`src/rtl/mdu_pkg.sv`:
```
// Shared definitions for the HI/LO multiply/divide unit: op codes, FSM states, default sizes.
package mdu_pkg;

  localparam int unsigned MDU_WIDTH = 32;
  localparam int unsigned MDU_ITERS = 32;

  typedef enum logic [2:0] {
    MDU_MULT  = 3'd0,
    MDU_MULTU = 3'd1,
    MDU_DIV   = 3'd2,
    MDU_DIVU  = 3'd3,
    MDU_MTHI  = 3'd4,
    MDU_MTLO  = 3'd5
  } mdu_op_e;

  typedef enum logic [1:0] {
    IDLE = 2'd0,
    RUN  = 2'd1,
    FIX  = 2'd2
  } mdu_state_e;

endpackage

```
`src/rtl/mdu_sign_fix.sv`:
```
// Combinational conditional two's-complement negate: abs() when neg_i is the
// operand sign bit, sign restoration when neg_i is the result sign.
module mdu_sign_fix #(
  parameter int unsigned W = 32
) (
  input  logic [W-1:0] val_i,
  input  logic         neg_i,
  output logic [W-1:0] res_o
);

  assign res_o = neg_i ? (~val_i + W'(1)) : val_i;

endmodule

```
`src/rtl/mult_div_unit.sv`:
```
// Iterative HI/LO multiply/divide unit: one shift-add or restoring shift-subtract
// step per clock over magnitudes, then a sign-fix cycle that writes HI/LO.
module mult_div_unit
  import mdu_pkg::*;
#(
  parameter int unsigned WIDTH = MDU_WIDTH,
  parameter int unsigned ITERS = MDU_ITERS
) (
  input  logic             clock,
  input  logic             reset_n,
  input  logic             start,
  input  logic [2:0]       op,
  input  logic [WIDTH-1:0] data1,
  input  logic [WIDTH-1:0] data2,
  output logic [WIDTH-1:0] hi,
  output logic [WIDTH-1:0] lo,
  output logic             busy,
  output logic             done
);

  localparam int unsigned CW = $clog2(ITERS);

  mdu_state_e         state_q, state_d;
  logic [CW-1:0]      cnt_q, cnt_d;
  logic [2*WIDTH-1:0] acc_q, acc_d;
  logic [WIDTH-1:0]   opnd_q, opnd_d;
  logic               is_div_q, is_div_d;
  logic               neg_res_q, neg_res_d;
  logic               neg_rem_q, neg_rem_d;
  logic               dz_q, dz_d;
  logic [WIDTH-1:0]   hi_q, hi_d;
  logic [WIDTH-1:0]   lo_q, lo_d;
  logic               done_q, done_d;

  logic               is_signed, sign_a, sign_b;
  logic [WIDTH-1:0]   mag_a, mag_b;
  logic [2*WIDTH-1:0] res_fixed;
  logic [WIDTH-1:0]   rem_fixed;
  logic [WIDTH:0]     mul_sum;
  logic [WIDTH:0]     div_shift;
  logic               div_ge;
  logic [WIDTH-1:0]   div_sub;

  assign is_signed = (op == MDU_MULT) || (op == MDU_DIV);
  assign sign_a    = is_signed & data1[WIDTH-1];
  assign sign_b    = is_signed & data2[WIDTH-1];

  mdu_sign_fix #(.W(WIDTH)) u_abs_a (.val_i(data1), .neg_i(sign_a), .res_o(mag_a));
  mdu_sign_fix #(.W(WIDTH)) u_abs_b (.val_i(data2), .neg_i(sign_b), .res_o(mag_b));

  // Negating the whole {rem,quot} word leaves the negated quotient in the low half,
  // so one wide instance serves both product and quotient. Divide-by-zero keeps all-ones.
  mdu_sign_fix #(.W(2*WIDTH)) u_fix_res (
    .val_i(acc_q), .neg_i(neg_res_q & ~dz_q), .res_o(res_fixed)
  );
  mdu_sign_fix #(.W(WIDTH)) u_fix_rem (
    .val_i(acc_q[2*WIDTH-1:WIDTH]), .neg_i(neg_rem_q), .res_o(rem_fixed)
  );

  assign mul_sum   = {1'b0, acc_q[2*WIDTH-1:WIDTH]} + {1'b0, opnd_q};
  assign div_shift = {acc_q[2*WIDTH-1:WIDTH], acc_q[WIDTH-1]};
  assign div_ge    = div_shift >= {1'b0, opnd_q};
  assign div_sub   = div_shift[WIDTH-1:0] - opnd_q;

  always_comb begin
    state_d   = state_q;
    cnt_d     = cnt_q;
    acc_d     = acc_q;
    opnd_d    = opnd_q;
    is_div_d  = is_div_q;
    neg_res_d = neg_res_q;
    neg_rem_d = neg_rem_q;
    dz_d      = dz_q;
    hi_d      = hi_q;
    lo_d      = lo_q;
    done_d    = 1'b0;
    unique case (state_q)
      IDLE: begin
        if (start) begin
          unique case (op)
            MDU_MULT, MDU_MULTU, MDU_DIV, MDU_DIVU: begin
              is_div_d  = op[1];
              acc_d     = {{WIDTH{1'b0}}, (op[1] ? mag_a : mag_b)};
              opnd_d    = op[1] ? mag_b : mag_a;
              neg_res_d = sign_a ^ sign_b;
              neg_rem_d = sign_a;
              dz_d      = op[1] && (data2 == '0);
              cnt_d     = '0;
              state_d   = RUN;
            end
            MDU_MTHI: hi_d = data1;
            MDU_MTLO: lo_d = data1;
            default: ;
          endcase
        end
      end
      RUN: begin
        if (is_div_q) begin
          acc_d = div_ge ? {div_sub, acc_q[WIDTH-2:0], 1'b1}
                         : {div_shift[WIDTH-1:0], acc_q[WIDTH-2:0], 1'b0};
        end else begin
          acc_d = acc_q[0] ? {mul_sum, acc_q[WIDTH-1:1]}
                           : {1'b0, acc_q[2*WIDTH-1:1]};
        end
        cnt_d = cnt_q + CW'(1);
        if (cnt_q == CW'(ITERS - 1)) state_d = FIX;
      end
      FIX: begin
        if (is_div_q) begin
          lo_d = res_fixed[WIDTH-1:0];
          hi_d = rem_fixed;
        end else begin
          {hi_d, lo_d} = res_fixed;
        end
        done_d  = 1'b1;
        state_d = IDLE;
      end
      default: state_d = IDLE;
    endcase
  end

  always_ff @(posedge clock or negedge reset_n) begin
    if (!reset_n) begin
      state_q   <= IDLE;
      cnt_q     <= '0;
      acc_q     <= '0;
      opnd_q    <= '0;
      is_div_q  <= 1'b0;
      neg_res_q <= 1'b0;
      neg_rem_q <= 1'b0;
      dz_q      <= 1'b0;
      hi_q      <= '0;
      lo_q      <= '0;
      done_q    <= 1'b0;
    end else begin
      state_q   <= state_d;
      cnt_q     <= cnt_d;
      acc_q     <= acc_d;
      opnd_q    <= opnd_d;
      is_div_q  <= is_div_d;
      neg_res_q <= neg_res_d;
      neg_rem_q <= neg_rem_d;
      dz_q      <= dz_d;
      hi_q      <= hi_d;
      lo_q      <= lo_d;
      done_q    <= done_d;
    end
  end

  assign hi   = hi_q;
  assign lo   = lo_q;
  assign busy = (state_q != IDLE);
  assign done = done_q;

endmodule

```
`config.mk`:
```
export PLATFORM = sky130hd
export DESIGN_NAME = mult_div_unit
export DESIGN_NICKNAME = d
export VERILOG_FILES = /design/src/rtl/mdu_pkg.sv /design/src/rtl/mdu_sign_fix.sv /design/src/rtl/mult_div_unit.sv
export SDC_FILE = /design/constraint.sdc
export NUM_CORES = 1
export LEC_CHECK = 0
export ABC_AREA = 1
export BUFFER_PORTS_ARGS = -buffer_cell sky130_fd_sc_hd__buf_2
export CORE_AREA = 5 5 238 240
export DETAILED_ROUTE_END_ITERATION = 8
export DIE_AREA = 0 0 243 245
export PLACE_DENSITY = 0.59
export SLEW_MARGIN = 20
export SYNTH_ARGS = -nofsm -noshare
export SYNTH_HDL_FRONTEND = slang
export SYNTH_HIERARCHICAL = 1
export SYNTH_SLANG_ARGS = --single-unit
```
`constraint.sdc`:
```
create_clock -name clock -period 2.8 [get_ports clock]
set_input_delay 0.14 -clock clock [delete_from_list [all_inputs] [get_ports clock]]
set_output_delay 0.14 -clock clock [all_outputs]
set_load 0.005 [all_outputs]
```
# == After elaboration in Yosys (flattened, before gate mapping) ==
# Cells that the tools add are included.
# W data, S select, Z words.
# word_totals
register_bits,172
in_bits,70
out_inout_bits,66
# op_classes
n_addsub,7
n_lt_le_gt_ge,1
eq_ne,13
n_mux,27
n_bitwise,9
reduce_logical,14
# ops
op,count
$mux W64,6
$mux W32,10
$pmux W32 S2,2
$pmux W64 S2,1
$add A32 B1 Y32 const B,3
$not A32 Y32,3
$add A64 B1 Y64 const B,1
$not A64 Y64,1
$add A32 B32 Y33,1
$ge A33 B32 Y1,1
$logic_not A32 Y1,1
$sub A32 B32 Y32,1
$reduce_and A3 Y1,5
$mux W5,2
$pmux W5 S2,1
$eq A3 B2 Y1 const B,2
$eq A3 B3 Y1 const B,2
$mux W2,3
$ne A2 B1 Y1 const B,3
$reduce_bool A2 Y1,3
$add A5 B1 Y5 const B,1
$eq A5 B5 Y1 const B,1
$ne A2 B2 Y1 const B,2
$pmux W2 S2,1
other kinds (12),14

# == Depth between registers and ports, before layout ==
# Gate-level depths: netlist of run 1.
# logic_depth
ltp_word,8
depth_mapped,18
ltp_nobuf,17

# == By module ==
# The synthesis of run 1 kept the hierarchy.
# by_module_without_submodules
module,instances,cells_each,area_each_um2,seq_area_each_um2
mult_div_unit,1,2351,14526.4,4304.1
mdu_sign_fix at u_abs_a ...,3,227,1108.6,0.0
mdu_sign_fix at u_fix_res,1,498,2466.1,0.0

# == Worst setup path after synthesis of run 1 ==
# Ideal clock, no wire load.
# synth_timing
path_type,register to register
from,register acc_q[32]
to,register acc_q[63]
arrival_ns,2.129
required_time_ns,2.734
slack_ns,0.605
stages_incl_launch_ff,17
path_buffers,0
cell_sequence,dfrtp_1 -> ha_1 -> inv_1 -> fa_1 -> inv_1 -> nand3_1 -> nand3_1 -> nand2_1 -> nand2_1 -> nand2_1 -> nand2_1 -> nand3_1 -> nand2_1 -> nand2_1 -> a21oi_1 -> nand2_1 -> nand2_1
# synth_via
elab_chain_cells,4
elab_cells_between_ends,7
classes_between,2 x add/sub; 1 x order compare; 4 x mux
# synth_rtl
element,line,source
"start, declared",mult_div_unit.sv:25,"logic [2*WIDTH-1:0] acc_q, acc_d;"
"start signal, assigned",mult_div_unit.sv:126,acc_q <= '0;
"start signal, assigned",mult_div_unit.sv:138,acc_q <= acc_d;
"$add A32 B32 Y33, or another cell as far along",mult_div_unit.sv:60,"assign mul_sum = {1'b0, acc_q[2*WIDTH-1:WIDTH]} + {1'b0, opnd_q};"
"$mux W64, on equally long branches","mult_div_unit.sv:102, mult_div_unit.sv:99",
$mux W64 *,mult_div_unit.sv:98,if (is_div_q) begin
$pmux W64 S2 *,mult_div_unit.sv:77,unique case (state_q)
# Mark *: on every way between the ends. The rest lies on a longest branch, timed or not.
# A chain may end at the register's enable or synchronous reset.

# == Final worst setup path of run 1 ==
# layout_timing
from,register opnd_q[28]
to,register acc_q[47]
# layout_via
elab_chain_cells,4
# layout_rtl
element,line,source
"start, declared",mult_div_unit.sv:26,"logic [WIDTH-1:0] opnd_q, opnd_d;"
"start signal, assigned",mult_div_unit.sv:139,opnd_q <= opnd_d;
$ge A33 B32 Y1,mult_div_unit.sv:62,"assign div_ge = div_shift >= {1'b0, opnd_q};"
$mux W64,mult_div_unit.sv:99,"acc_d = div_ge ? {div_sub, acc_q[WIDTH-2:0], 1'b1}"
$mux W64,mult_div_unit.sv:98,
$pmux W64 S2,mult_div_unit.sv:77,
# No other way between the ends.

==> results.toml, run 1 <==
[synth]
synthCells = 3530
yosysWarnings = 6
syn_nets = 3672
yosysTopAreaCell = "nand2_1"
synth-async-reset-ratio_pct = 100
ys_types = 55
synth_top_area_share_pct = 23.6
syn_area_mm2 = 0.0203
avgSynthCellArea_um2 = 5.76
synth_edf_count = 0
netlist_top_cells_area = "nand2_1, dfrtp_1, nor2_1"
ys_ff_latch = 172
synth_top_flop_cell = "dfrtp_1"
seq_area_frac_synth_pct = 21.2

[worst_setup_path]
cp-startpoint = "opnd_q[28]$_DFFE_PN0P_"
r2r-start = "opnd_q[28]$_DFFE_PN0P_"
criticalPathCategory = "flop to flop"
cp_max_fo = 15
critPathCapture = "acc_q[47]$_DFFE_PN0P_"
reg2reg_to = "acc_q[47]$_DFFE_PN0P_"
worstPathRequired_ns = 3.16
rrSetupSlack_ns = 0.12
worst_setup_path_end_kind = "flop"
worstPathArrival_ns = 3.04
setup.worst_path.start_class = "flop"
reg2reg_depth = 13

[power_and_ir_drop]
cellPowerDensity_mw_per_mm2 = 1380
p_sw_share_pct = 59.0
ir_worst_vdd_v = 0.000639
pwr-share-clk_pct = 7.7
p_comb_share_pct = 76.0
p_leak_uw = 0.0118
seqPwrFrac_pct = 16.3
p_sw_uw = 18700
p_int_uw = 13000

[timing]
finalHoldViolations = 0
fin_ws_ns = 0.122
maxSlewViolCount = 0
grt_setup_unrepaired = "false"
relSlewSlack_pct = 52.3
post-route-period-util_pct = 95.6
skew_ns = 0.0142
period_minus_slack_ns = 2.68
timing.setup.tns_ns = 0
clock.fmax_mhz = 373
tightest_slew_ns = 0.715
hold_ws_ns = 0.0303
setup_viol = 0

[floorplanning]
die_area_mm2 = 0.0595
start_util_pct = 37.3
ioPinCount = 136
coreArea_mm2 = 0.0544
rows = 86
die_w_um = 243
dieHeight_um = 245

[clock_network]
postCtsSetupBuffers = 0
clockBufferDepth = 2
clkTransAtPathRegs_ns = 0.08
cts_tree = "built"
worstSkewPairLatency_ns = 0.47
cts_buffers = 17
cts-htree-levels = 4
cts.sinks = 172
cts_root_buf = "clkbuf_16"

[global_route]
grt_usage_pct = 28.9
grt_antenna_before_repair = 1
grt_overflow_total = 0
grt_pass1_vias = 21837
grt_max_degree = 121
grt_pass1_wl_mm = 133

[flow_run]
cap_violations = 0

[final_layout]
area_delta_synth_final_pct = 12.8
layout-drive-gt1-share_pct = 12.1
finalNonFillerCells = 4397
nets = 3821
fillers = 6140

[drt]
firstDrtPassIters = 7
post_drt_via_cell_ratio = 5.36
vias = 23551
ant_nets = 0
wl_per_cell_um = 20.2
first_iter_violations = 3125
drc = 0
routed_wl_mm = 88.8

[place]
gp_congestion = 1.02
port_buffers = 135
placed_cells = 4363
hpwlAfterDp_mm = 72.1
dp_slack_ns = 0.164

[status]
status = "finished clean"

[worst_hold_path]
hp-class = "primary input to flop"
## registers in the layout (all words and copies together), names as in the netlist
name       cells
state_q        2
done           1
is_div_q       1
dz_q           1
acc_q         64
neg_rem_q      1
cnt_q          5
neg_res_q      1
hi            32
lo            32
opnd_q        32
## how the worst min path moves through the flow
stage               cells after the start  startpoint                    end
finish                                  3    data2[0]  opnd_q[0]$_DFFE_PN0P_
global placement                        1     reset_n     hi[22]$_DFFE_PN0P_
CTS                                     3    data2[0]  opnd_q[0]$_DFFE_PN0P_
detailed placement                      1     reset_n     hi[22]$_DFFE_PN0P_
floorplan                               0     reset_n   acc_q[0]$_DFFE_PN0P_
global route                            3    data2[0]  opnd_q[0]$_DFFE_PN0P_
## area by class of cell
class	count	area, um^2	area share (%)
multi-input cells	2828	13900	60.8
clock buffers	19	443	1.93
flip-flops and latches	172	4310	18.8
repair buffers	247	1640	7.15
diodes	1	2.50	0.0109
inverters	413	1570	6.83
well taps	704	881	3.84
clock inverters	13	135	0.590
## Yosys cell counts (17+ instances only)
cell	instances
a21oi_1	135
a31oi_1	35
buf_2	33
clkbuf_1	62
dfrtp_1	172
ha_1	70
inv_1	395
nand2_1	1276
nand2_2	27
nand3_1	218
nand3b_1	26
nand4_1	49
nor2_1	491
nor2_2	39
nor2_4	28
o211ai_1	32
o21a_1	34
o21ai_0	144
o21ai_1	17
o22ai_1	27
xnor2_1	43
xor2_1	44
## layout by cell type (no fill, tap or decap), types with 6 or more instances in the layout
master     instances
a21oi_1          133
a31oi_1           35
and2_1             9
buf_12             9
buf_2            134
buf_4            102
clkbuf_16         17
dfrtp_1          171
ha_1              70
inv_1            394
inv_2             14
nand2_1         1276
nand2_2           27
nand2_4            7
nand3_1          218
nand3b_1          26
nand4_1           49
nor2_1           486
nor2_2            40
nor2_4            32
nor2_8             6
nor3_1             7
nor4_1             9
o211ai_1          32
o21a_1            34
o21ai_0          144
o21ai_1           17
o21ai_2            7
o21ai_4            6
o21bai_1           7
o22ai_1           27
or2_2              7
xnor2_1           43
xor2_1            44
## repair_timing
item,4_1_cts,5_1_grt
hold endpoints to repair,34,0
hold buffers,1,0
gates resized for setup,0,2
endpoints found under the setup margin,0,5
## cells by family after synthesis
group | Yosys count | synth area share (%)
adder cells (fa/ha/maj) | 72 | 4.51
buffers and inverters | 530 | 10.4
XOR/XNOR | 88 | 3.83
flip-flops | 172 | 21.2
AO/OA/AOI/OAI | 457 | 13.4
AND/OR/NAND/NOR | 2211 | 46.7
## critical path, cell delays in order, from the launching register on
cell	delay (ns)
dfrtp_1	0.47
inv_1	0.07
ha_1	0.39
a21oi_2	0.24
nand2_1	0.09
a21oi_2	0.24
nand2_2	0.10
nor2_4	0.15
nand2_8	0.13
buf_4	0.19
nor2_4	0.17
inv_2	0.12
nor2_1	0.11
o21ai_1	0.07
## routing by layer
layer | vias up | routed length, um | part of all wire [%] | global-route usage [%]
li1 | 11502 | - | - | -
met1 | 10866 | 39100 | 44 | 40.8
met2 | 1041 | 38800 | 44 | 45.2
met3 | 140 | 7340 | 8.3 | 4.13
met4 | 2 | 3590 | 4.0 | 10.7
met5 | - | 13 | 0.015 | 0
## stage by stage
step | util (%) | power (uW) | instance area [um^2]
after floorplan | - | 20600 | 20300
after global placement | 41.0 | 28700 | 22300
after detailed placement | 41.0 | 28600 | 22300
after CTS | 42.1 | 31200 | 22900
after global routing | 42.1 | 34400 | 22900
final | 42.1 | 31600 | 22900
## power by group through the flow
stage / registers [uW] / clock network, uW / logic, uW
2_1_floorplan: 5030 / 0 / 15500
3_3_place_gp: 5140 / 0 / 23500
3_5_place_dp: 5150 / 0 / 23500
4_1_cts: 5110 / 2480 / 23600
5_1_grt: 5270 / 2590 / 26500
6_report: 5150 / 2450 / 24000
Note: power is estimated with default switching activity, not from simulation.
==> run 2, diff against run 1 <==
--- a/config.mk
+++ b/config.mk
@@ -7,12 +7,12 @@
 export LEC_CHECK = 0
 export ABC_AREA = 1
 export BUFFER_PORTS_ARGS = -buffer_cell sky130_fd_sc_hd__buf_2
-export CORE_AREA = 5 5 238 240
+export CORE_AREA = 5 5 228 230
 export DETAILED_ROUTE_END_ITERATION = 8
-export DIE_AREA = 0 0 243 245
+export DIE_AREA = 0 0 233 235
 export PLACE_DENSITY = 0.59
+export SETUP_SLACK_MARGIN = 0.2
 export SLEW_MARGIN = 20
 export SYNTH_ARGS = -nofsm -noshare
 export SYNTH_HDL_FRONTEND = slang
-export SYNTH_HIERARCHICAL = 1
 export SYNTH_SLANG_ARGS = --single-unit
==> run 2 against run 1 <==
Compared with the run above: hold slack gained 0.0046 ns; critical endpoint is now acc_q[35]$_DFFE_PN0P_; final cell count shrank 6.8%; clock skew shrank 0.00095 ns; global-route usage grew 2.2 points; setup slack gained 0.16 ns; core utilization grew 1.1 points; sequential power grew 1%; highest routed layer unchanged.
==> results.toml, run 2 <==
[timing]
timing.setup.tns_ns = 0
finalHoldViolations = 0
setup_viol = 0
grt_setup_unrepaired = "true"
skew_ns = 0.0133
relSlewSlack_pct = 36.4
period_minus_slack_ns = 2.52
post-route-period-util_pct = 89.9
clock.fmax_mhz = 397
tightest_slew_ns = 0.944
maxSlewViolCount = 0

[final_layout]
layout-drive-gt1-share_pct = 11.9
largest_register_ffs = 64
nets = 3555
final_cell_mix = "nand2_1, inv_1, nor2_1"
top_register = "acc_q"
final_area_mm2 = 0.0215
layout_commonest_cell = "nand2_1"
diodes = 0
area_delta_synth_final_pct = 15.6

[synth]
synth_top_area_share_pct = 23.2
seq_area_frac_synth_pct = 23.2
synth_top_flop_cell = "dfrtp_1"
avgSynthCellArea_um2 = 5.72
yosysTopAreaCell = "dfrtp_1"
ys_types = 51
synth_commonest_cells = "nand2_1, inv_1, nor2_1"
syn_area_mm2 = 0.0186
ys_ff_latch = 172
syn_nets = 3390
synthCells = 3248
synth_edf_count = 0
yosysMostFrequentCell = "nand2_1"
netlist_top_cells_area = "dfrtp_1, nand2_1, nand3_1"
synth-async-reset-ratio_pct = 100
yosysWarnings = 0

[clock_network]
cts-htree-levels = 4
cts_tree = "built"
cts_buffers = 17
clkTransAtPathRegs_ns = 0.08
worstSkewPairLatency_ns = 0.50
cts_root_buf = "clkbuf_16"
cts.sinks = 172
clockBufferDepth = 2

[global_route]
grt_usage_pct = 31.1
grt_pass1_wl_mm = 130
grt_max_degree = 85
grt_overflow_total = 0
grt_pass1_vias = 20413
grt_antenna_before_repair = 3

[floorplanning]
die_w_um = 233
dieHeight_um = 235
coreArea_mm2 = 0.0497
start_util_pct = 37.4
die_area_mm2 = 0.0548
rows = 82
ioPinCount = 136

[drt]
firstDrtPassIters = 8
first_iter_violations = 3001
vias = 22599
post_drt_via_cell_ratio = 5.51
routed_wl_mm = 87.3
wl_per_cell_um = 21.3
drc = 0
ant_nets = 0

[worst_setup_path]
worst_path_max_delay_cell = "dfrtp_1"
worst_setup_path_end_kind = "flop"
r2r-start = "opnd_q[2]$_DFFE_PN0P_"
reg2reg_to = "acc_q[35]$_DFFE_PN0P_"
rrSetupSlack_ns = 0.28
worstPathRequired_ns = 3.17
slowest_delay_ns = 0.43
path_cells = "inv_1 -> ha_2 -> nand2_1 -> nand2_1 -> nand2_1 -> nand2_1 -> nand2_1 -> nand3_2 -> nand2_1 -> nand2_1 -> nand2_4 -> nand2_8 -> nor2_8 -> clkinvlp_4 -> nor2_1 -> o21ai_1"
criticalPathCategory = "flop to flop"
critical-path-top-delay-family = "simple AND/OR/NAND/NOR gates"
cp_common_cell = "nand2_1"
reg2reg_depth = 16
worstPathArrival_ns = 2.89
setup.worst_path.start_class = "flop"
cp_max_fo = 10
path_buf_inv = 2

[power_and_ir_drop]
p_total_uw = 29500
pwr-share-clk_pct = 9.2
p_comb_share_pct = 73.2
ir_worst_vdd_v = 0.000676
p_sw_share_pct = 57.5
cellPowerDensity_mw_per_mm2 = 1370
p_sw_uw = 17000
p_leak_uw = 0.0109
seqPwrFrac_pct = 17.6
p_int_uw = 12500

[worst_hold_path]
hold-path-endpoint = "dz_q$_DFFE_PN0P_"
min_from = "data2[28]"
whs_path_depth = 4
hp-class = "primary input to flop"

[place]
post_dp_cell_area_mm2 = 0.0205
port_buffers = 135
gp_congestion = 1.06
hpwlAfterDp_mm = 71.8

[status]
status = "finished clean"

[flow_run]
cap_violations = 0
==> run 2: changes by cell type after synthesis, sizes merged, moves of 17 or more <==
cell / change
nor3: +17
inv: +61
nor2: -127
xnor2: -35
a21oi: +58
nand3: +165
nand2: -334
o22ai: -27
o21a: -34
==> run 2: cells by family (layout without fill, tap and decap cells) <==
| logic type | count (synthesis) | count (layout) | synth area share (%) |
|---|---|---|---|
| XOR/XNOR | 47 | 47 | 2.22 |
| buffers and inverters | 578 | 756 | 12.1 |
| adder cells (fa/ha/maj) | 72 | 72 | 4.93 |
| AO/OA/AOI/OAI | 462 | 462 | 13.9 |
| flip-flops | 172 | 172 | 23.2 |
| AND/OR/NAND/NOR | 1917 | 1917 | 43.7 |
==> run 2: timing repair <==
action / CTS / global route
endpoints found under the setup margin: 5 / 33
endpoints found under the hold margin: 65 / 0
pin swaps: 0 / 2
setup buffers: 0 / 9
hold buffers: 6 / 0
resized for setup: 2 / 58
==> run 2: power by group through the flow <==
stage	combinational, uW	clock (uW)	sequential, uW
floorplan	13900	0	4670
global placement	20500	0	5130
finish	21600	2710	5200
CTS	20600	2740	5100
global route	23900	2840	5290
detailed placement	20500	0	5150
==> run 2: worst min-delay path: cells and delay by family <==
family / cells / cell delay, ns
AND/OR/NAND/NOR: 2 / 0.16
buffers and inverters: 1 / 0.12
AO/OA/AOI/OAI: 1 / 0.07
==> run 2: cell type report <==
cell class / count / area, um^2
multi-input combinational: 2498 / 12200
clock buffer: 17 / 425
fill: 5623 / 28200
sequential: 172 / 4320
timing repair buffer: 249 / 1640
inverter: 475 / 1790
clock inverter: 15 / 206
tap: 672 / 841
==> run 2: per-stage QoR <==
step	cells	hold WS [ns]	setup slack (ns)	utilization, %
floorplan	3248	-0.156	0.379	-
global placement	4051	0.216	0.112	41.2
detailed placement	4051	0.224	0.132	41.2
CTS	4089	0.0000207	0.224	42.6
global route	4098	0.0349	0.155	43.2
finish	4098	0.0349	0.283	43.2
==> run 2: worst max-delay path by stage <==
stage | start | endpoint | slack, ns | cells past startpoint
floorplan | acc_q[0]$_DFFE_PN0P_ | hi[28]$_DFFE_PN0P_ | 0.38 | 15
global route | opnd_q[2]$_DFFE_PN0P_ | acc_q[47]$_DFFE_PN0P_ | 0.15 | 16
detailed placement | acc_q[32]$_DFFE_PN0P_ | acc_q[63]$_DFFE_PN0P_ | 0.13 | 16
finish | opnd_q[2]$_DFFE_PN0P_ | acc_q[35]$_DFFE_PN0P_ | 0.28 | 16
global placement | acc_q[32]$_DFFE_PN0P_ | acc_q[59]$_DFFE_PN0P_ | 0.11 | 14
CTS | acc_q[32]$_DFFE_PN0P_ | acc_q[63]$_DFFE_PN0P_ | 0.22 | 16
==> run 2: layer usage <==
layer	global-route usage, %	up-vias	part of all wire, %
met4	13.0	6	5.1
met3	6.07	213	9.7
met2	46.0	1185	42
li1	-	10777	-
met5	0	-	0.053
met1	44.3	10418	43
